$ cat src/rtl/ex_alu_stage.sv
// ---------------------------------------------------------------------------
// ex_alu_stage
// Execute-stage ALU and EX/MEM result register for the 16-bit pipelined core.
// Computes saturating ADD/SUB, XOR, RED, SLL/SRA/ROR, the 4x4-bit saturating
// PADDSB and LW/SW address generation, then registers the result and valid.
// Also owns the architectural Z/V/N flag register read by branch resolution.
//
// Ports
//   clk        : system clock, all state updates on the rising edge
//   rst_n      : synchronous active-low reset
//   stall      : hold the stage, all registers keep their values
//   flush      : squash the incoming op (branch mispredict)
//   in_valid   : opcode/operands carry a real instruction
//   opcode     : 4-bit instruction opcode
//   alu_a      : operand A (forwarded rs)
//   alu_b      : operand B (forwarded rt or immediate)
//   out_valid  : alu_res holds a retiring instruction
//   alu_res    : registered result towards MEM
//   flag_z/v/n : registered zero / overflow / negative flags
//
// Handshake: no backpressure. An op is accepted on an edge where
// rst_n=1, flush=0, stall=0; it retires (out_valid=1) one cycle later only if
// in_valid was 1. Priority on every edge: reset > flush > stall > capture.
// ---------------------------------------------------------------------------
module ex_alu_stage (
   input  logic        clk,
   input  logic        rst_n,
   input  logic        stall,
   input  logic        flush,
   input  logic        in_valid,
   input  logic [3:0]  opcode,
   input  logic [15:0] alu_a,
   input  logic [15:0] alu_b,
   output logic        out_valid,
   output logic [15:0] alu_res,
   output logic        flag_z,
   output logic        flag_v,
   output logic        flag_n
);

   // Saturating add/sub: overflow seen from operand and result signs.
   logic [15:0] add_raw;
   logic [15:0] sub_raw;
   logic        add_ovfl;
   logic        sub_ovfl;

   assign add_raw  = alu_a + alu_b;
   assign sub_raw  = alu_a - alu_b;
   assign add_ovfl = (alu_a[15] == alu_b[15]) && (add_raw[15] != alu_a[15]);
   assign sub_ovfl = (alu_a[15] != alu_b[15]) && (sub_raw[15] != alu_a[15]);

   // On overflow the true result has the sign of A, so clamp toward it.
   logic [15:0] add_sat;
   logic [15:0] sub_sat;

   assign add_sat = add_ovfl ? (alu_a[15] ? 16'h8000 : 16'h7FFF) : add_raw;
   assign sub_sat = sub_ovfl ? (alu_a[15] ? 16'h8000 : 16'h7FFF) : sub_raw;

   // RED: four signed bytes summed in 10 bits (max magnitude 512 fits).
   logic [9:0]  red_sum;
   logic [15:0] red_res;

   assign red_sum = {{2{alu_a[15]}}, alu_a[15:8]} + {{2{alu_a[7]}}, alu_a[7:0]}
                  + {{2{alu_b[15]}}, alu_b[15:8]} + {{2{alu_b[7]}}, alu_b[7:0]};
   assign red_res = {{6{red_sum[9]}}, red_sum};

   // PSA_16bit: four independent signed nibble adders with saturation.
   logic [15:0] psa_res;

   for (genvar i = 0; i < 4; i++) begin : g_psa
      logic [3:0] na;
      logic [3:0] nb;
      logic [3:0] ns;
      logic       novfl;
      assign na    = alu_a[4*i +: 4];
      assign nb    = alu_b[4*i +: 4];
      assign ns    = na + nb;
      assign novfl = (na[3] == nb[3]) && (ns[3] != na[3]);
      assign psa_res[4*i +: 4] = novfl ? (na[3] ? 4'h8 : 4'h7) : ns;
   end

   // Shifts; rotate uses the doubled word so a zero amount returns A.
   logic [3:0]  shamt;
   logic [31:0] ror_wide;
   logic [15:0] sra_res;

   assign shamt    = alu_b[3:0];
   assign ror_wide = {alu_a, alu_a} >> shamt;
   assign sra_res  = $signed(alu_a) >>> shamt;

   // Result select and which flags the op is allowed to write.
   logic [15:0] res_next;
   logic        upd_z;
   logic        upd_vn;
   logic        v_next;

   always_comb begin
      res_next = alu_b;
      upd_z    = 1'b0;
      upd_vn   = 1'b0;
      v_next   = 1'b0;
      case (opcode)
         4'b0000: begin res_next = add_sat; upd_z = 1'b1; upd_vn = 1'b1; v_next = add_ovfl; end
         4'b0001: begin res_next = sub_sat; upd_z = 1'b1; upd_vn = 1'b1; v_next = sub_ovfl; end
         4'b0010: begin res_next = alu_a ^ alu_b; upd_z = 1'b1; end
         4'b0011: res_next = red_res;
         4'b0100: begin res_next = alu_a << shamt; upd_z = 1'b1; end
         4'b0101: begin res_next = sra_res; upd_z = 1'b1; end
         4'b0110: begin res_next = ror_wide[15:0]; upd_z = 1'b1; end
         4'b0111: res_next = psa_res;
         4'b1000,
         4'b1001: res_next = (alu_a & 16'hFFFE) + alu_b;
         default: res_next = alu_b;
      endcase
   end

   always_ff @(posedge clk) begin
      if (!rst_n) begin
         out_valid <= 1'b0;
         alu_res   <= 16'h0000;
         flag_z    <= 1'b0;
         flag_v    <= 1'b0;
         flag_n    <= 1'b0;
      end else if (flush) begin
         // Squash even when stalled; flags keep their last committed values.
         out_valid <= 1'b0;
         alu_res   <= 16'h0000;
      end else if (!stall) begin
         out_valid <= in_valid;
         alu_res   <= res_next;
         if (in_valid) begin
            if (upd_z) begin
               flag_z <= (res_next == 16'h0000);
            end
            if (upd_vn) begin
               flag_v <= v_next;
               flag_n <= res_next[15];
            end
         end
      end
   end

endmodule

$ cat config.mk
export PLATFORM = sky130hd
export DESIGN_NAME = ex_alu_stage
export DESIGN_NICKNAME = d
export VERILOG_FILES = /design/src/rtl/ex_alu_stage.sv
export SDC_FILE = /design/constraint.sdc
export NUM_CORES = 1
export LEC_CHECK = 0
export BUFFER_PORTS_ARGS = -buffer_cell sky130_fd_sc_hd__buf_2
export CORE_UTILIZATION = 65
export CTS_CLUSTER_DIAMETER = 60
export DETAILED_ROUTE_END_ITERATION = 6
export GPL_TIMING_DRIVEN = 0
export PLACE_DENSITY = 0.86
export REMOVE_ABC_BUFFERS = 1
export SLEW_MARGIN = 10
export SYNTH_ARGS = -nofsm -noshare
export SYNTH_HDL_FRONTEND = slang
export SYNTH_SLANG_ARGS = --single-unit
export TNS_END_PERCENT = 30
$ cat constraint.sdc
create_clock -name clk -period 12.2 [get_ports clk]
set_input_delay 3.05 -clock clk [delete_from_list [all_inputs] [get_ports clk]]
set_output_delay 3.05 -clock clk [all_outputs]
set_load 0.02 [all_outputs]
==> results.cfg <==
[timing]
worst_slack_ps = 1160
fmax_ghz = 0.0905
slew_headroom = 0.00416
hold_viol = 0
min_period_ps = 11040
setup-tns-final_ps = 0
min_period_over_period = 0.905
setup_violations = 0
tightest_slew_ps = 1470
slew_viol_final = 0
rsz0062_at_grt = no
fin_skew_ps = 0

[logic_synthesis]
synth_seq_cells = 20
ys_warn_count = 0
synth_edf_count = 0
synth-main-ff-cell = dfxtp_1
ys_seq_area_frac = 0.0571
synthCells = 977
avgSynthCellArea_um2 = 7.18
post_synth_num_cell_types = 86
synthArstFlopShare = 0
synth_area_um2 = 7020

[pwr]
switching_share = 0.542
p_leak_nw = 2.95
p_comb_frac = 0.769
vdd_drop_max_mv = 0.0879
switchingPower_w = 0.000287
power.share.clock = 0.100
seq_power_share = 0.131
power_density_nw_per_um2 = 73.1
p_int_w = 0.000243

[setup_path]
critPathLaunchType = input pin
end_kind = flip-flop
critPathArrivalTime_ps = 11230
cp_data_required_time_ps = 12380
critPathMaxFanout = 51
critPathKind = input pin to flip-flop

[global_route]
grt_overflow_total = 0
grt_pass1_vias = 7488
track_usage = 0.516
grt_max_degree = 52
antenna_found_initial = 2
grt_pass1_wl_mm = 43.6

[clocking]
clk_pin_slew_ps = 90
ctsHoldBuffers = 0
htreeDepth = 1
cts_inserted_buffers = 3
post_cts_resize_count = 0
clock_sinks = 20
cts_tree = yes
cts_buffer_depth = 2
post_cts_buffers = 0
insertion_delay_ps = 270
root_buffer = clkbuf_8

[status]
status = complete, but fails checks
failed_checks = capacitance limit

[detailed_routing]
drc = 0
wl_per_cell_um = 26.0
drt_first_pass_iters = 6
ant_nets = 0
via_per_inst = 7.46
wl_mm = 28.8
vias = 8262
drt_iter0_markers = 1259

[final_layout]
final_common_cell = nor2_1
utilization = 0.697
mostFrequentLayoutCells = 96 x nor2_1, 91 x nand2_1, 73 x inv_1
drive_above_1_share = 0.134
layoutNonFillerInstCount = 1108
final_nets = 1077
synthToLayoutAreaGrowth_pct = 3.39

[worst_hold_path]
hold_path_class = flip-flop to flip-flop

[placement]
dp_cells = 1103
gp_congestion = 1.12
hpwlAfterDp_mm = 21.7
numPortBuffers = 60
place_ws_ps = 1360

[die]
die_y_um = 106
die_w_um = 106
io_pins = 61
initial_core_util = 0.674
dieArea_um2 = 11200
rows = 37
coreArea_um2 = 10400

[run]
cap_violations = 1
## synth_stat cells, drive strengths merged (5+ instances only)
library cell / n / area [µm²]
nor2: 96 / 360
nand2: 91 / 342
inv: 75 / 284
a21oi: 66 / 330
o21ai: 62 / 310
clkbuf: 44 / 165
ha: 40 / 500
nand3: 39 / 195
mux2i: 31 / 310
buf: 27 / 148
a211oi: 24 / 180
fa: 24 / 480
mux2: 24 / 270
xnor2: 24 / 210
dfxtp: 20 / 400
mux4: 20 / 450
nor3: 19 / 100
a31oi: 15 / 93.8
nand2b: 14 / 87.6
o211ai: 14 / 105
o22ai: 13 / 81.3
nor4: 12 / 90.1
xor2: 12 / 105
a22oi: 10 / 75.1
nor2b: 10 / 62.6
o21a: 9 / 67.6
nand4: 7 / 43.8
o31ai: 7 / 62.6
a221oi: 6 / 58.8
and2: 6 / 37.5
nor3b: 6 / 45.0
o2111ai: 6 / 52.6
a21o: 5 / 37.5
and3: 5 / 31.3
nor4b: 5 / 43.8
o41ai: 5 / 58.8
or3: 5 / 31.3
## power groups by stage
stage / combinational [W] / clock [W] / sequential (W)
finish: 0.000408 / 0.0000531 / 0.0000693
CTS: 0.000388 / 0.0000524 / 0.0000693
detailed placement: 0.000386 / 0 / 0.0000708
floorplan: 0.000259 / 0 / 0.0000742
global route: 0.000433 / 0.0000557 / 0.0000695
global placement: 0.000379 / 0 / 0.0000706
## path summary, 6_finish.rpt
check,from,endpoint,slack (ps),cells past startpoint
max,alu_b[1],flag_z,1160,20
min,alu_res[3],alu_res[3],480,2
max reg2reg,alu_res[2],alu_res[2],11490,2
min reg2reg,alu_res[3],alu_res[3],480,2
## flip-flops by register name (all words and copies together) (netlist names)
register	cells
alu_res	16
flag_v	1
flag_z	1
out_valid	1
flag_n	1
## cell type report
type | count | area, µm²
diodes | 1 | 2.50
clock buffers | 4 | 55.1
fillers | 933 | 3160
inverters | 77 | 292
multi-input cells | 809 | 6030
flip-flops and latches | 20 | 400
well taps | 136 | 170
repair buffers | 61 | 305
## stage by stage
stage	area [µm²]	hold WS, ps	total power, W
floorplan	6710	531	0.000333
global placement	7180	441	0.000449
detailed placement	7200	470	0.000457
CTS	7250	481	0.000510
global route	7250	496	0.000558
finish	7260	476	0.000530
## layer usage
layer / routed length (µm) / vias to the layer above / track usage
met5: 0 / - / 0
li1: - / 3605 / -
met4: 2120 / 0 / 0.317
met1: 10400 / 3786 / 0.648
met3: 4360 / 174 / 0.174
met2: 11900 / 697 / 0.758
## kinds of logic after synthesis
kind of cell | count (synthesis) | synth area share
AOI/OAI and AO/OA | 299 | 0.291
xor gates and xnor gates | 36 | 0.0449
adders and majority gates | 65 | 0.141
buffers and inverters | 148 | 0.0861
DFF | 20 | 0.0571
muxes | 75 | 0.147
and+or+nand+nor | 334 | 0.232
## worst max-delay path: stages
cell and delay [ps]:
buf_2 740, clkinv_1 1240, ha_1 780, nand2b_1 150, a21oi_1 140, o21ai_0 560, o21ai_0 200, o41ai_1 590
o21ba_2 220, nor2_1 40, nor2_1 210, fa_1 560, nand3b_1 190, a21boi_1 690, a21oi_1 170, nor4b_1 700
o2111ai_1 230, a2111oi_2 250, nand4_1 210, o31ai_2 270
Power figures use the tool's default switching activity.
